**config.mk**
```make
export PLATFORM = sky130hd
export DESIGN_NAME = branch_resolve_unit_flat
export DESIGN_NICKNAME = d
export VERILOG_FILES = /design/src/rtl/branch_resolve_unit_pkg.sv /design/src/rtl/branch_resolve_unit_if.sv /design/src/rtl/branch_resolve_unit_cond.sv /design/src/rtl/branch_resolve_unit.sv /design/src/flat_wrapper.sv
export SDC_FILE = /design/constraint.sdc
export NUM_CORES = 1
export LEC_CHECK = 0
export BUFFER_PORTS_ARGS = -buffer_cell sky130_fd_sc_hd__buf_2
export CAP_MARGIN = 20
export CELL_PAD_IN_SITES_DETAIL_PLACEMENT = 0
export CELL_PAD_IN_SITES_GLOBAL_PLACEMENT = 1
export CORE_MARGIN = 3
export CORE_UTILIZATION = 46
export CTS_BUF_LIST = sky130_fd_sc_hd__clkbuf_4 sky130_fd_sc_hd__clkbuf_8
export DETAILED_ROUTE_END_ITERATION = 8
export HOLD_SLACK_MARGIN = 0.05
export PLACE_DENSITY_LB_ADDON = 0.15
export REMOVE_ABC_BUFFERS = 1
export SYNTH_ARGS = -nofsm -noshare
export SYNTH_HDL_FRONTEND = slang
export SYNTH_SLANG_ARGS = --single-unit
```
**constraint.sdc**
```tcl
create_clock -name clk -period 3.2 [get_ports clk]
set_input_delay 0.32 -clock clk [delete_from_list [all_inputs] [get_ports clk]]
set_output_delay 0.32 -clock clk [all_outputs]
set_load 0.1 [all_outputs]
```
**src/rtl/branch_resolve_unit_pkg.sv**
```systemverilog
// Shared definitions for the branch resolution stage: MIPS-32 opcode and
// REGIMM rt encodings, the 2-bit PHT counter states, the registered
// result bundle and the saturating counter update.
package branch_resolve_unit_pkg;

    // Primary opcode field encodings
    localparam logic [5:0] EXE_REGIMM_INST = 6'b000001;
    localparam logic [5:0] EXE_BEQ         = 6'b000100;
    localparam logic [5:0] EXE_BNE         = 6'b000101;
    localparam logic [5:0] EXE_BLEZ        = 6'b000110;
    localparam logic [5:0] EXE_BGTZ        = 6'b000111;
    localparam logic [5:0] EXE_BEQL        = 6'b010100;
    localparam logic [5:0] EXE_BNEL        = 6'b010101;
    localparam logic [5:0] EXE_BLEZL       = 6'b010110;
    localparam logic [5:0] EXE_BGTZL       = 6'b010111;

    // REGIMM sub-op encodings carried in the rt field
    localparam logic [4:0] EXE_BLTZ   = 5'b00000;
    localparam logic [4:0] EXE_BGEZ   = 5'b00001;
    localparam logic [4:0] EXE_BLTZL  = 5'b00010;
    localparam logic [4:0] EXE_BGEZL  = 5'b00011;
    localparam logic [4:0] EXE_BLTZAL = 5'b10000;
    localparam logic [4:0] EXE_BGEZAL = 5'b10001;

    // 2-bit saturating counter states; the MSB is the taken prediction
    typedef enum logic [1:0] {
        CTR_SNT = 2'b00,
        CTR_WNT = 2'b01,
        CTR_WT  = 2'b10,
        CTR_ST  = 2'b11
    } pht_ctr_e;

    // Result bundle registered into EX
    typedef struct packed {
        logic valid;
        logic is_branch;
        logic taken;
        logic link;
        logic mispredict;
        logic nullify;
    } br_out_t;

    // Move a counter one step towards the resolved direction, saturating at both ends
    function automatic logic [1:0] ctr_next(input logic [1:0] ctr, input logic taken);
        if (taken) begin
            return (ctr == CTR_ST) ? CTR_ST : ctr + 2'd1;
        end
        return (ctr == CTR_SNT) ? CTR_SNT : ctr - 2'd1;
    endfunction

endpackage

```
**src/rtl/branch_resolve_unit_if.sv**
```systemverilog
// Decode-side bus of the branch resolution stage. The pipeline drives the
// master side; branch_resolve_unit sits on the slave side.
interface branch_resolve_unit_if #(
    parameter int DATA_W = 32,
    parameter int PC_W   = 32
);
    logic              stall_i;
    logic              flush_i;
    logic              valid_i;
    logic [5:0]        op_i;
    logic [4:0]        rt_i;
    logic [DATA_W-1:0] a_i;
    logic [DATA_W-1:0] b_i;
    logic [PC_W-1:0]   pc_i;
    logic              pred_taken_i;
    logic [PC_W-1:0]   fetch_pc_i;
    logic              predict_taken_o;
    logic              valid_o;
    logic              is_branch_o;
    logic              taken_o;
    logic              link_o;
    logic              mispredict_o;
    logic              nullify_o;

    modport master (
        output stall_i, flush_i, valid_i, op_i, rt_i, a_i, b_i, pc_i,
               pred_taken_i, fetch_pc_i,
        input  predict_taken_o, valid_o, is_branch_o, taken_o, link_o,
               mispredict_o, nullify_o
    );

    modport slave (
        input  stall_i, flush_i, valid_i, op_i, rt_i, a_i, b_i, pc_i,
               pred_taken_i, fetch_pc_i,
        output predict_taken_o, valid_o, is_branch_o, taken_o, link_o,
               mispredict_o, nullify_o
    );
endinterface

```
**src/rtl/branch_resolve_unit_cond.sv**
```systemverilog
// Combinational branch decoder and condition evaluator (branch_cond_eval).
// Optional macro BRANCH_LIKELY_EN adds the branch-likely encodings; when it is
// undefined those encodings decode as non-branches and likely_o stays 0.
module branch_cond_eval
    import branch_resolve_unit_pkg::*;
#(
    parameter int DATA_W = 32
) (
    input  logic [5:0]        op_i,
    input  logic [4:0]        rt_i,
    input  logic [DATA_W-1:0] a_i,
    input  logic [DATA_W-1:0] b_i,
    output logic              is_branch_o,
    output logic              taken_o,
    output logic              link_o,
    output logic              likely_o
);

    logic sign;
    logic a_zero;
    logic a_eq_b;

    assign sign   = a_i[DATA_W-1];
    assign a_zero = (a_i == '0);
    assign a_eq_b = (a_i == b_i);

    // Decode op/rt into branch class and evaluate its condition
    always_comb begin
        // NOTE: every output gets a default first so no path through the case leaves one unassigned and infers a latch.
        is_branch_o = 1'b0;
        taken_o     = 1'b0;
        link_o      = 1'b0;
        likely_o    = 1'b0;
        unique case (op_i)
            EXE_BEQ:  begin is_branch_o = 1'b1; taken_o = a_eq_b;          end
            EXE_BNE:  begin is_branch_o = 1'b1; taken_o = !a_eq_b;         end
            EXE_BLEZ: begin is_branch_o = 1'b1; taken_o = sign || a_zero;  end
            EXE_BGTZ: begin is_branch_o = 1'b1; taken_o = !sign && !a_zero; end
`ifdef BRANCH_LIKELY_EN
            EXE_BEQL:  begin is_branch_o = 1'b1; likely_o = 1'b1; taken_o = a_eq_b;           end
            EXE_BNEL:  begin is_branch_o = 1'b1; likely_o = 1'b1; taken_o = !a_eq_b;          end
            EXE_BLEZL: begin is_branch_o = 1'b1; likely_o = 1'b1; taken_o = sign || a_zero;   end
            EXE_BGTZL: begin is_branch_o = 1'b1; likely_o = 1'b1; taken_o = !sign && !a_zero; end
`endif
            EXE_REGIMM_INST: begin
                unique case (rt_i)
                    EXE_BLTZ:   begin is_branch_o = 1'b1; taken_o = sign;  end
                    EXE_BGEZ:   begin is_branch_o = 1'b1; taken_o = !sign; end
                    EXE_BLTZAL: begin is_branch_o = 1'b1; taken_o = sign;  link_o = 1'b1; end
                    EXE_BGEZAL: begin is_branch_o = 1'b1; taken_o = !sign; link_o = 1'b1; end
`ifdef BRANCH_LIKELY_EN
                    EXE_BLTZL:  begin is_branch_o = 1'b1; taken_o = sign;  likely_o = 1'b1; end
                    EXE_BGEZL:  begin is_branch_o = 1'b1; taken_o = !sign; likely_o = 1'b1; end
`endif
                    default: ;
                endcase
            end
            default: ;
        endcase
    end

endmodule

```
**src/rtl/branch_resolve_unit.sv**
```systemverilog
// Branch resolution stage at the decode/execute boundary: evaluates the
// branch condition, registers the outcome into EX one cycle later, flags
// mispredicts and trains a PC-indexed table of 2-bit counters that serves
// the fetch-time prediction. Optional macro BRANCH_LIKELY_EN enables the
// branch-likely ops and the nullify output.
module branch_resolve_unit
    import branch_resolve_unit_pkg::*;
#(
    parameter int         DATA_W    = 32,
    parameter int         PC_W      = 32,
    parameter int         PHT_DEPTH = 64,
    parameter logic [1:0] PHT_INIT  = 2'b01
) (
    input  logic                clk,
    input  logic                rst,
    branch_resolve_unit_if.slave bus
);

    localparam int IDX_W = $clog2(PHT_DEPTH);

    logic              br_is_branch;
    logic              br_taken;
    logic              br_link;
    logic              br_likely;
    logic [IDX_W-1:0]  rd_idx;
    logic [IDX_W-1:0]  wr_idx;
    logic              pht_we;
    logic [1:0]        pht [PHT_DEPTH];
    br_out_t           out_d;
    br_out_t           out_q;
    logic              unused_pc_bits;

    branch_cond_eval #(
        .DATA_W (DATA_W)
    ) u_cond (
        .op_i        (bus.op_i),
        .rt_i        (bus.rt_i),
        .a_i         (bus.a_i),
        .b_i         (bus.b_i),
        .is_branch_o (br_is_branch),
        .taken_o     (br_taken),
        .link_o      (br_link),
        .likely_o    (br_likely)
    );

    // Word-aligned PCs: the two byte-offset bits are skipped in the index
    assign rd_idx         = bus.fetch_pc_i[IDX_W+1:2];
    assign wr_idx         = bus.pc_i[IDX_W+1:2];
    assign unused_pc_bits = ^{bus.fetch_pc_i, bus.pc_i};

    // Asynchronous read: a same-cycle update to this entry shows up next cycle
    assign bus.predict_taken_o = pht[rd_idx][1];

    assign pht_we = bus.valid_i && br_is_branch && !bus.stall_i && !bus.flush_i;

    // Result to be captured, with every flag qualified by the incoming valid
    always_comb begin
        out_d            = '0;
        out_d.valid      = bus.valid_i;
        out_d.is_branch  = bus.valid_i && br_is_branch;
        out_d.taken      = bus.valid_i && br_taken;
        out_d.link       = bus.valid_i && br_link;
        out_d.mispredict = bus.valid_i && br_is_branch && (br_taken != bus.pred_taken_i);
        out_d.nullify    = bus.valid_i && br_likely && !br_taken;
    end

    // EX output register: reset beats stall, stall beats flush
    always_ff @(posedge clk) begin
        // NOTE: non-blocking assignments keep every register sampling pre-edge values, independent of block order.
        if (rst) begin
            out_q <= '0;
        end else if (!bus.stall_i) begin
            out_q <= bus.flush_i ? '0 : out_d;
        end
    end

    // Pattern history table: full reinitialisation on reset, training on capture
    always_ff @(posedge clk) begin
        if (rst) begin
            // NOTE: the table is built from flops, so it can be cleared in one cycle; a RAM-mapped table would need a sweep instead.
            for (int i = 0; i < PHT_DEPTH; i++) begin
                pht[i] <= PHT_INIT;
            end
        end else if (pht_we) begin
            pht[wr_idx] <= ctr_next(pht[wr_idx], br_taken);
        end
    end

    assign bus.valid_o      = out_q.valid;
    assign bus.is_branch_o  = out_q.is_branch;
    assign bus.taken_o      = out_q.taken;
    assign bus.link_o       = out_q.link;
    assign bus.mispredict_o = out_q.mispredict;
    assign bus.nullify_o    = out_q.nullify;

endmodule

```
**src/flat_wrapper.sv**
```systemverilog
// flat-port wrapper written by rule: the top's interface ports become plain ports
module branch_resolve_unit_flat import branch_resolve_unit_pkg::*;
#(
    parameter int         DATA_W    = 32,
    parameter int         PC_W      = 32,
    parameter int         PHT_DEPTH = 64,
    parameter logic [1:0] PHT_INIT  = 2'b01
)
  (clk, rst, bus_stall_i, bus_flush_i, bus_valid_i, bus_op_i, bus_rt_i, bus_a_i, bus_b_i, bus_pc_i, bus_pred_taken_i, bus_fetch_pc_i, bus_predict_taken_o, bus_valid_o, bus_is_branch_o, bus_taken_o, bus_link_o, bus_mispredict_o, bus_nullify_o);
  branch_resolve_unit_if #(.DATA_W(DATA_W), .PC_W(PC_W)) bus_i ();
  input  logic clk;
  input  logic rst;
  input wire logic [$bits(bus_i.stall_i)-1:0] bus_stall_i;
  input wire logic [$bits(bus_i.flush_i)-1:0] bus_flush_i;
  input wire logic [$bits(bus_i.valid_i)-1:0] bus_valid_i;
  input wire logic [$bits(bus_i.op_i)-1:0] bus_op_i;
  input wire logic [$bits(bus_i.rt_i)-1:0] bus_rt_i;
  input wire logic [$bits(bus_i.a_i)-1:0] bus_a_i;
  input wire logic [$bits(bus_i.b_i)-1:0] bus_b_i;
  input wire logic [$bits(bus_i.pc_i)-1:0] bus_pc_i;
  input wire logic [$bits(bus_i.pred_taken_i)-1:0] bus_pred_taken_i;
  input wire logic [$bits(bus_i.fetch_pc_i)-1:0] bus_fetch_pc_i;
  output wire logic [$bits(bus_i.predict_taken_o)-1:0] bus_predict_taken_o;
  output wire logic [$bits(bus_i.valid_o)-1:0] bus_valid_o;
  output wire logic [$bits(bus_i.is_branch_o)-1:0] bus_is_branch_o;
  output wire logic [$bits(bus_i.taken_o)-1:0] bus_taken_o;
  output wire logic [$bits(bus_i.link_o)-1:0] bus_link_o;
  output wire logic [$bits(bus_i.mispredict_o)-1:0] bus_mispredict_o;
  output wire logic [$bits(bus_i.nullify_o)-1:0] bus_nullify_o;
  assign bus_i.stall_i = bus_stall_i;
  assign bus_i.flush_i = bus_flush_i;
  assign bus_i.valid_i = bus_valid_i;
  assign bus_i.op_i = bus_op_i;
  assign bus_i.rt_i = bus_rt_i;
  assign bus_i.a_i = bus_a_i;
  assign bus_i.b_i = bus_b_i;
  assign bus_i.pc_i = bus_pc_i;
  assign bus_i.pred_taken_i = bus_pred_taken_i;
  assign bus_i.fetch_pc_i = bus_fetch_pc_i;
  assign bus_predict_taken_o = bus_i.predict_taken_o;
  assign bus_valid_o = bus_i.valid_o;
  assign bus_is_branch_o = bus_i.is_branch_o;
  assign bus_taken_o = bus_i.taken_o;
  assign bus_link_o = bus_i.link_o;
  assign bus_mispredict_o = bus_i.mispredict_o;
  assign bus_nullify_o = bus_i.nullify_o;
  branch_resolve_unit #(.DATA_W(DATA_W), .PC_W(PC_W), .PHT_DEPTH(PHT_DEPTH), .PHT_INIT(PHT_INIT)) u_core (.clk(clk), .rst(rst), .bus(bus_i));
endmodule
```
==> results of run 1 <==
==> per-stage QoR <==
step | utilization, % | setup slack (ns) | instance area [µm²] | cells
global route | 55.2 | 0.114 | 9180 | 1023
finish | 55.2 | 0.157 | 9180 | 1023
detailed placement | 52.9 | 0.0412 | 8800 | 991
CTS | 55.2 | 0.106 | 9180 | 1023
floorplan | - | 0.0536 | 7540 | 621
global placement | 52.9 | 0.0763 | 8800 | 991
==> routing by layer <==
layer  vias up  part of all wire [%]
met3        27                   9.1
met1      2948                    40
met2       275                    49
li1       2748                     -
met5         -                     0
met4         0                   1.7
==> power by group through the flow <==
| stage | registers [µW] | logic, µW | clock network, µW |
|---|---|---|---|
| 6_report | 1960 | 617 | 1360 |
| 5_1_grt | 1960 | 660 | 1450 |
| 4_1_cts | 1960 | 618 | 1380 |
| 3_5_place_dp | 2000 | 617 | 0 |
| 3_3_place_gp | 1990 | 609 | 0 |
| 2_1_floorplan | 1990 | 302 | 0 |
==> worst register-to-register path, stage by stage, from the launching register on <==
cell and delay [ns]:
edfxtp_1 0.39, mux4_1 0.49, nand2_1 0.09, a21oi_1 0.09, or3_1 0.41, or4_1 0.42, maj3_2 0.43, buf_4 0.22
nand3_1 0.09
==> cells by family (layout without fill, tap and decap cells) <==
logic type,after synthesis,after routing,share of synthesized area [%]
simple gates,347,347,22.7
flops,133,133,50.1
buf+inv,67,186,4.36
mux,57,57,14.5
compound gates,43,43,4.15
xor+xnor,34,34,3.79
fa+ha+maj,2,2,0.270
other cells,1,1,0.0477
==> cell type report <==
class / instances / area, µm² / share of cell area [%]
flip-flops and latches: 133 / 3940 / 43.0
repair buffers: 150 / 981 / 10.7
well taps: 220 / 275 / 3.00
clock inverters: 14 / 138 / 1.50
inverters: 4 / 15.0 / 0.164
clock buffers: 18 / 241 / 2.63
multi-input cells: 484 / 3590 / 39.1
==> flip-flops by register name (all words and copies together) (netlist names) <==
register,count
u_core.bus.valid_o,1
u_core.bus.link_o,1
u_core.bus.mispredict_o,1
u_core.bus.taken_o,1
u_core.bus.is_branch_o,1
u_core.pht,128
==> synthesized netlist by cell type, types with 9 or more instances <==
cell | n | area, µm²
and3_1 | 9 | 56.3
buf_2 | 10 | 50.1
buf_6 | 9 | 101
clkbuf_1 | 33 | 124
edfxtp_1 | 128 | 3840
mux4_2 | 44 | 991
nand2_1 | 75 | 282
nand2b_1 | 43 | 269
nand3_1 | 42 | 210
nand3_2 | 15 | 150
nor2_1 | 74 | 278
nor3_1 | 27 | 135
nor4_1 | 19 | 119
or2_2 | 18 | 113
xor2_1 | 33 | 289
==> path summary, 6_finish.rpt <==
path | cells past startpoint | slack [ns] | from | to
setup / recovery | 4 | 0.16 | u_core.pht[51][1] | bus_predict_taken_o
hold / removal | 2 | 0.11 | bus_rt_i[4] | u_core.bus.link_o
setup reg to reg | 8 | 0.44 | u_core.pht[54][0] | u_core.pht[40][0]
hold reg to reg | 2 | 0.46 | u_core.bus.taken_o | u_core.bus.taken_o
==> run metrics, run 1 <==
# IOs=around 150; crit path time final=just over 3 ns; average size of a mapped cell=roughly 12 µm²; core area=~0.017 mm²; CTS root buf=clkbuf_8; power share of the clock group=between 30% and 40%; Die H=~140 µm; Logic pwr share=approximately 16%; Final Skew=approximately 0.011 ns; maximum fanout along the worst path=2; clock buffer depth=2; YS warnings=0; largest net degree at the start of global routing=slightly below 70; Slowest-stage cell, CP=mux4_2; max-slew violations=0; RSZ-0062 raised after global routing=false; Gate Count Post-Synth=684; Leak=~0.0032 µW; Slew HR=47.1%; Clock Sinks=roughly 130; Max-cap violations=0; initial DRC count=544; first-pass GRT wire length=roughly 32 mm; Area Overhead vs Synth=16.7%; Post-synth EDFFs=128; Critical Path Max Stage Delay=about 0.51 ns; Crit path max-delay family=multiplexers; Data required, critical path=2.88 ns; Final HPWL DP=about 16 mm; critical-path cell list=mux4_2 -> mux4_2 -> mux4_2 -> buf_2; Reg power frac=between 40% and 50%; post-route clock period utilization=95.1%; async set-reset flop share out of synthesis=0%; vias per inst=about 6; Highest Clock Rate=about 330 MHz; Crit. End Element=output pin; DRC=0; Power, Total=3930 µW; CTS Buf Count=17; most used routing layer=met2; P per Cell Area=428 mW/mm²; synthesized flop and latch total=approximately 130; average wire per standard cell=20.9 µm; Primary FF master, synth=edfxtp_1; M3 GR Usage=~5.6%; ANT cells=0; Routed Antenna Nets=0; Worst Hold Class=in -> reg; clk_lat worst skew=0.45 ns; Crit Path Class=reg -> out; Yosys cell types=between 50 and 60; net switching power=roughly 1000 µW; antenna violations before repair=0; Arr. time, crit path=around 2.7 ns; sequential area share after synthesis=50.1%; GPL Wtd Cong=roughly 0.84; Buf/Inv on CP=1; Worst IR Drop VDD=between 0.2 and 0.3 mV; most common library cell in the layout ignoring fill and taps=edfxtp_1; CTS tree=done; grt ovf=0; gr usage total=23.4%; Setup TNS Final=0 ns; startpoint type of the worst setup path=register; CTS Hold Bufs=0; Post-Route WL=21.4 mm; highest-count cells in the layout ignoring fill and taps=edfxtp_1, buf_2, nand2_1; Die Wd=roughly 140 µm; DIE AREA=0.0187 mm²; CTS clk-pin slew, worst paths=0.08 ns; final-report setup violation count=0; Sw Share=between 20% and 30%; Nets=roughly 940; worst hold slack=around 0.11 ns; P_int=between 2000 and 3000 µW; slew at the pin with the worst max-slew slack=0.793 ns; GR Util met2=between 30% and 40%; CTS H-Tree Depth=4; status=finished clean; post-cts resize count=0; number of port buffers=98; vias in the first global route=about 6,000; Initial Util=a little under half; Core Rows=between 40 and 50; Synth Cell Area=0.00787 mm²; Setup Fix Bufs, Post-CTS=0; grt met1 use=30.0%; fillcell total=around 1,400; final hold violation count=0; CP most frequent cell=mux4_2; layout cells sized above 1=about a third; drt first pass iters=5; via count=5,998
Power figures use the tool's default switching activity.
==> run 2: changes to the inputs <==
--- a/config.mk
+++ b/config.mk
@@ -9,7 +9,6 @@
 export CAP_MARGIN = 20
 export CELL_PAD_IN_SITES_DETAIL_PLACEMENT = 0
 export CELL_PAD_IN_SITES_GLOBAL_PLACEMENT = 1
-export CORE_MARGIN = 3
 export CORE_UTILIZATION = 46
 export CTS_BUF_LIST = sky130_fd_sc_hd__clkbuf_4 sky130_fd_sc_hd__clkbuf_8
 export DETAILED_ROUTE_END_ITERATION = 8
==> constraint.sdc (replaced) <==
create_clock -name clk -period 3.2 [get_ports clk]
set_input_delay 0.32 -clock clk [delete_from_list [all_inputs] [get_ports clk]]
set_output_delay 0.32 -clock clk [all_outputs]
set_load 0.005 [all_outputs]
==> run metrics, run 2 (synthesis gave the netlist of run 1 again) <==
status=finished clean; average wire per standard cell=20.8 µm (-0.76%); final-report setup violation count=0 (unchanged); post-route clock period utilization=90.1% (-5.0 points); DRC=0 (unchanged); Core Rows=47 (unchanged); Reg power frac=49.5% (-0.3 points); power share of the clock group=35.7% (+1.1 points); vias per inst=5.79 (-1.3%); CTS root buf=clkbuf_8; fillcell total=1,411 (-2.3%); Post-Route WL=21.2 mm (-1.2%); number of port buffers=98 (unchanged); max reg flops=128 (unchanged); CTS clk-pin slew, worst paths=0.09 ns (about the same); layout cells sized above 1=33.0% (-0.044 points); slew at the pin with the worst max-slew slack=0.784 ns (-0.00816 ns); worst hold slack=0.110 ns (-0.00324 ns); final hold violation count=0 (unchanged); # IOs=152 (unchanged); final instance area=0.00916 mm² (-0.23%); Logic pwr share=14.8% (-0.9 points); clock buffer depth=2 (unchanged); maximum fanout along the worst path=2 (unchanged); post-placement setup slack=-0.0391 ns (-0.0803 ns); CTS tree=done; initial DRC count=385 (-29%); Setup TNS Final=0 ns (unchanged); Die Wd=133 µm (-2.9%); Leak=0.00315 µW (-0.40%); Data required, critical path=2.88 ns (about the same); Core Util, Final=55.0% (-0.13 points); Top reg by flops=u_core.pht; Crit Path Class=reg -> out; Clock Sinks=133 (unchanged); gr usage total=25.2% (+1.8 points); grt ovf=0 (unchanged); Area Overhead vs Synth=16.4%; highest-count cells in the layout ignoring fill and taps=edfxtp_1, buf_2, nand2_1; crit path time final=2.88 ns (-0.160 ns); DP Area=0.00876 mm² (-0.43%); CTS H-Tree Depth=4 (unchanged); Initial Util=47.3% (unchanged); Worst Reg-to-Reg Cells=8 (unchanged); largest net degree at the start of global routing=68 (unchanged); core area=0.0166 mm² (unchanged); Final HPWL DP=15.4 mm (-1.7%); first-pass GRT wire length=33.0 mm (+1.7%); Highest Clock Rate=347 MHz (+5.5%); net switching power=1060 µW (+0.84%); Sw Share=26.8% (+0.082 points); setup ws final=0.316 ns (+0.160 ns); post-cts resize count=0 (unchanged); Worst IR Drop VDD=0.251 mV (-9.4%); Final Skew=0.0153 ns (+0.00444 ns); P_int=2890 µW (+0.41%); GPL Wtd Cong=0.836 (about the same); Die H=133 µm (-2.9%); CTS Hold Bufs=0 (unchanged); Slew HR=47.7% (+0.54 points); max-slew violations=0 (unchanged); Worst Hold Class=in -> reg; drt first pass iters=5 (unchanged); ANT cells=0 (unchanged); startpoint type of the worst setup path=register; clk_lat worst skew=0.46 ns (about the same); Max-cap violations=0 (unchanged); P per Cell Area=432 mW/mm² (+0.76%); Setup Fix Bufs, Post-CTS=0 (unchanged); Crit. End Element=output pin; DIE AREA=0.0176 mm² (-5.8%); most common library cell in the layout ignoring fill and taps=edfxtp_1; antenna violations before repair=1 (+1); Arr. time, crit path=2.56 ns (-0.16 ns); vias in the first global route=5,941 (-0.15%); RSZ-0062 raised after global routing=false; Routed Antenna Nets=0 (unchanged); via count=5,892 (-1.8%); CTS Buf Count=17 (unchanged); Hold Path Depth=2 (unchanged); Nets=930 (-0.53%)
run 2: final timing paths:
path	from	endpoint	slack, ns
worst min register to register	u_core.bus.is_branch_o	u_core.bus.is_branch_o	0.45
worst min-delay path	bus_rt_i[4]	u_core.bus.link_o	0.11
worst max register to register	u_core.pht[52][0]	u_core.pht[38][0]	0.44
worst max-delay path	u_core.pht[3][1]	bus_predict_taken_o	0.32
run 2: power groups by stage:
| stage | Sequential (µW) | Clock [µW] | Combinational (µW) |
|---|---|---|---|
| floorplan | 1990 | 0 | 281 |
| global placement | 1990 | 0 | 580 |
| detailed placement | 2000 | 0 | 586 |
| CTS | 1960 | 1420 | 590 |
| global route | 1960 | 1500 | 629 |
| finish | 1960 | 1410 | 587 |
run 2: per-stage QoR:
step	cells	total power, µW
global route	1018	4090
floorplan	621	2270
CTS	1018	3970
global placement	986	2570
detailed placement	986	2580
finish	1018	3950
run 2: layout make-up:
type,instances,area (µm²),area share [%]
flip-flops and latches,133,3940,43.1
multi-input cells,484,3590,39.2
repair buffers,145,943,10.3
well taps,220,275,3.01
clock buffers,18,241,2.64
clock inverters,14,154,1.68
inverters,4,15.0,0.164
run 2: per-layer routing:
layer  vias to the layer above  global-route usage [%]  wire (µm)
li1                       2742                       -          -
met1                      2891                    31.7       8650
met2                       219                    42.1      10500
met3                        38                    5.56       1390
met4                         2                    10.3        593
met5                         -                       0          9
run 2: critical path, stage by stage (launching register included):
cell	delay (ns)
edfxtp_1	0.40
mux4_2	0.54
mux4_2	0.50
mux4_2	0.51
buf_2	0.15
==> run 3: changes to the inputs <==
--- a/config.mk
+++ b/config.mk
@@ -17,4 +17,5 @@
 export REMOVE_ABC_BUFFERS = 1
 export SYNTH_ARGS = -nofsm -noshare
 export SYNTH_HDL_FRONTEND = slang
+export SYNTH_HIERARCHICAL = 1
 export SYNTH_SLANG_ARGS = --single-unit
==> constraint.sdc (replaced) <==
create_clock -name clk -period 3.2 [get_ports clk]
set_input_delay 0.16 -clock clk [delete_from_list [all_inputs] [get_ports clk]]
set_output_delay 0.16 -clock clk [all_outputs]
set_load 0.05 [all_outputs]
==> run metrics, run 3 <==
Crit path max-delay family=multiplexers; first-pass GRT wire length=36.0 mm (+9.1%); Post-Route WL=23.3 mm (+10%); Yosys top cell area share=47.3% (-1.6 points); highest-count cells in the layout ignoring fill and taps=edfxtp_1, buf_2, nand2_1; Data required, critical path=3.04 ns (+0.16 ns); Post-synth EDFFs=128 (unchanged); largest net degree at the start of global routing=70 (+2.9%); max-slew violations=0 (unchanged); post-synthesis simple-gate area fraction=25.2% (+2.5 points); Final Skew=0.0137 ns (-0.00154 ns); crit path time final=2.70 ns (-0.184 ns); most frequent cell after synthesis=edfxtp_1; Synth area leader=edfxtp_1; CTS root buf=clkbuf_8; Core Util, Final=53.7% (-1.3 points); synthesized flop and latch total=134 (+0.75%); synth top area cells=edfxtp_1, mux4_2, nand2_1; Critical Path Stages=5 (+1); maximum fanout along the worst path=2 (unchanged); Critical Path Max Stage Delay=0.49 ns (-0.05 ns); via count=6,366 (+8.0%); mux cell area share after synthesis=11.5% (-3.1 points); DRC=0 (unchanged); CTS clk-pin slew, worst paths=0.08 ns (about the same); Clock Sinks=134 (+0.75%); ANT cells=0 (unchanged); Critical Path Sink=bus_predict_taken_o; status=finished clean; Buf/Inv on CP=1 (unchanged); Critical R2R Launch=u_core/pht[54][1]; worst hold slack=0.0810 ns (-0.0287 ns); Placed Cells=1,037 (+5.2%); post-synthesis adder-cell area fraction=0.277% (+0.0067 points); CTS tree=done; Die H=135 µm (+1.6%); async set-reset flop share out of synthesis=0% (unchanged); core area=0.0173 mm² (+3.9%); Setup Fix Bufs, Post-CTS=0 (unchanged); Compound-Gate Fraction of Synth Area=5.16% (+1.0 points); Slowest-stage cell, CP=mux4_2; most common library cell in the layout ignoring fill and taps=edfxtp_1; number of port buffers=99 (+1.0%); final-report setup violation count=0 (unchanged); CTS H-Tree Depth=4 (unchanged); largest family of logic cells by synthesized area=simple AND/OR/NAND/NOR gates; CTS Buf Count=17 (unchanged); post-route clock period utilization=84.4% (-5.8 points); Slew HR=52.7% (+5.1 points); Initial Util=47.0% (-0.28 points); clk_lat worst skew=0.45 ns (about the same); vias in the first global route=6,371 (+7.2%); # IOs=152 (unchanged); Crit Path Class=reg -> out; Leak=0.00310 µW (-1.5%); Max-cap violations=0 (unchanged); layout cells sized above 1=32.1% (-0.89 points); Nets=977 (+5.1%); max reg flops=128 (unchanged); Final HPWL DP=16.4 mm (+6.9%); grt ovf=0 (unchanged); slew at the pin with the worst max-slew slack=0.709 ns (-0.0754 ns); RSZ-0062 raised after global routing=false; flop-to-flop setup slack=0.52 ns (+0.08 ns); Yosys cell types=58 (+1.8%); startpoint type of the worst setup path=register; Gate Count Post-Synth=738 (+7.9%); Worst IR Drop VDD=0.316 mV (+26%); final instance area=0.00929 mm² (+1.4%); YS warnings=6 (+6); gr usage total=27.0% (+1.8 points); Crit. End Element=output pin; vias per inst=5.95 (+2.8%); Final Non-Filler Cells=1,070 (+5.1%); Routed Antenna Nets=0 (unchanged); clock buffer depth=2 (unchanged); sequential area share after synthesis=48.8% (-1.4 points); Setup TNS Final=0 ns (unchanged); Top reg by flops=u_core/pht; CP most frequent cell=mux4_2; Arr. time, crit path=2.54 ns (-0.02 ns); DIE AREA=0.0182 mm² (+3.3%); initial DRC count=511 (+33%); Synth Area in XOR/XNOR=3.66% (-0.12 points); Highest Clock Rate=370 MHz (+6.8%); Primary FF master, synth=edfxtp_1; Synth top cells by count=edfxtp_1, nand2_1, nor2_1; Worst Hold Class=in -> reg; Area Overhead vs Synth=14.3%; GPL Wtd Cong=0.828 (-0.98%); antenna violations before repair=0 (-1); average size of a mapped cell=11.0 µm² (-4.2%); source of the critical timing path=u_core/pht[63][1]; Die Wd=135 µm (+1.6%); FF-to-FF End=u_core/pht[19][0]; Worst Reg-to-Reg Cells=8 (unchanged); P per Cell Area=436 mW/mm² (+0.92%); drt first pass iters=5 (unchanged); Synth Cell Area=0.00813 mm² (+3.3%); final hold violation count=0 (unchanged); post-cts resize count=0 (unchanged); DP Area=0.00888 mm² (+1.3%); average wire per standard cell=21.7 µm (+4.6%); critical-path cell list=mux4_2 -> mux4_2 -> mux2i_1 -> a21oi_1 -> buf_2; Core Rows=48 (+2.1%)
==> run 3: how the worst min path moves through the flow <==
| stage | from | endpoint | slack [ns] | cells past startpoint |
|---|---|---|---|---|
| floorplan | rst | u_core/bus.link_o | 0.23 | 1 |
| global placement | u_core/bus.is_branch_o | u_core/bus.is_branch_o | 0.43 | 2 |
| detailed placement | u_core/bus.is_branch_o | u_core/bus.is_branch_o | 0.44 | 2 |
| CTS | bus_stall_i | u_core/bus.valid_o | 0.06 | 3 |
| global route | bus_stall_i | u_core/bus.valid_o | 0.08 | 3 |
| finish | bus_stall_i | u_core/bus.valid_o | 0.08 | 3 |
==> run 3: worst reg2reg max path, cell delays in order, from the launching register on <==
cell	delay, ns
edfxtp_1	0.44
mux2i_1	0.18
o22ai_1	0.10
o31ai_1	0.48
o2111ai_1	0.25
and4bb_1	0.35
maj3_2	0.25
buf_12	0.24
nand3_1	0.13
==> run 3: kinds of logic after synthesis <==
family,Yosys count
simple gates,380
buf+inv,75
flops,134
mux,56
fa+ha+maj,2
compound gates,56
other cells,1
xor+xnor,34
==> run 3: metrics by stage <==
stage          power (µW)  worst slack, ns
2_1_floorplan        2310            0.580
3_3_place_gp         2610            0.262
3_5_place_dp         2620            0.202
4_1_cts              4070            0.501
5_1_grt              4190            0.374
6_report             4050            0.500
==> run 3: power by group <==
group	switching, µW	leakage, µW	internal, µW	total [µW]
Combinational	368	0.00170	249	617
Sequential	23.0	0.00120	1950	1970
Clock	672	0.000208	785	1460
==> run 3: layout make-up <==
| cell class | instances | area (µm²) |
|---|---|---|
| multi-input combinational | 529 | 3730 |
| timing repair buffer | 140 | 868 |
| fill | 1547 | 8010 |
| clock buffer | 19 | 249 |
| tap | 225 | 282 |
| sequential | 134 | 3960 |
| clock inverter | 13 | 155 |
| inverter | 10 | 37.5 |
==> run 3: layer usage <==
| layer | global-route usage (%) | wire [µm] | up-vias |
|---|---|---|---|
| li1 | - | - | 2890 |
| met1 | 35.1 | 9530 | 3139 |
| met2 | 44.2 | 11500 | 291 |
| met3 | 5.18 | 1680 | 46 |
| met4 | 10.9 | 599 | 0 |
| met5 | 0 | 0 | - |
==> run 3: what timing repair did <==
action,in CTS,in global routing
hold buffers,1,0
endpoints found under the setup margin,0,0
endpoints found under the hold margin,1,0
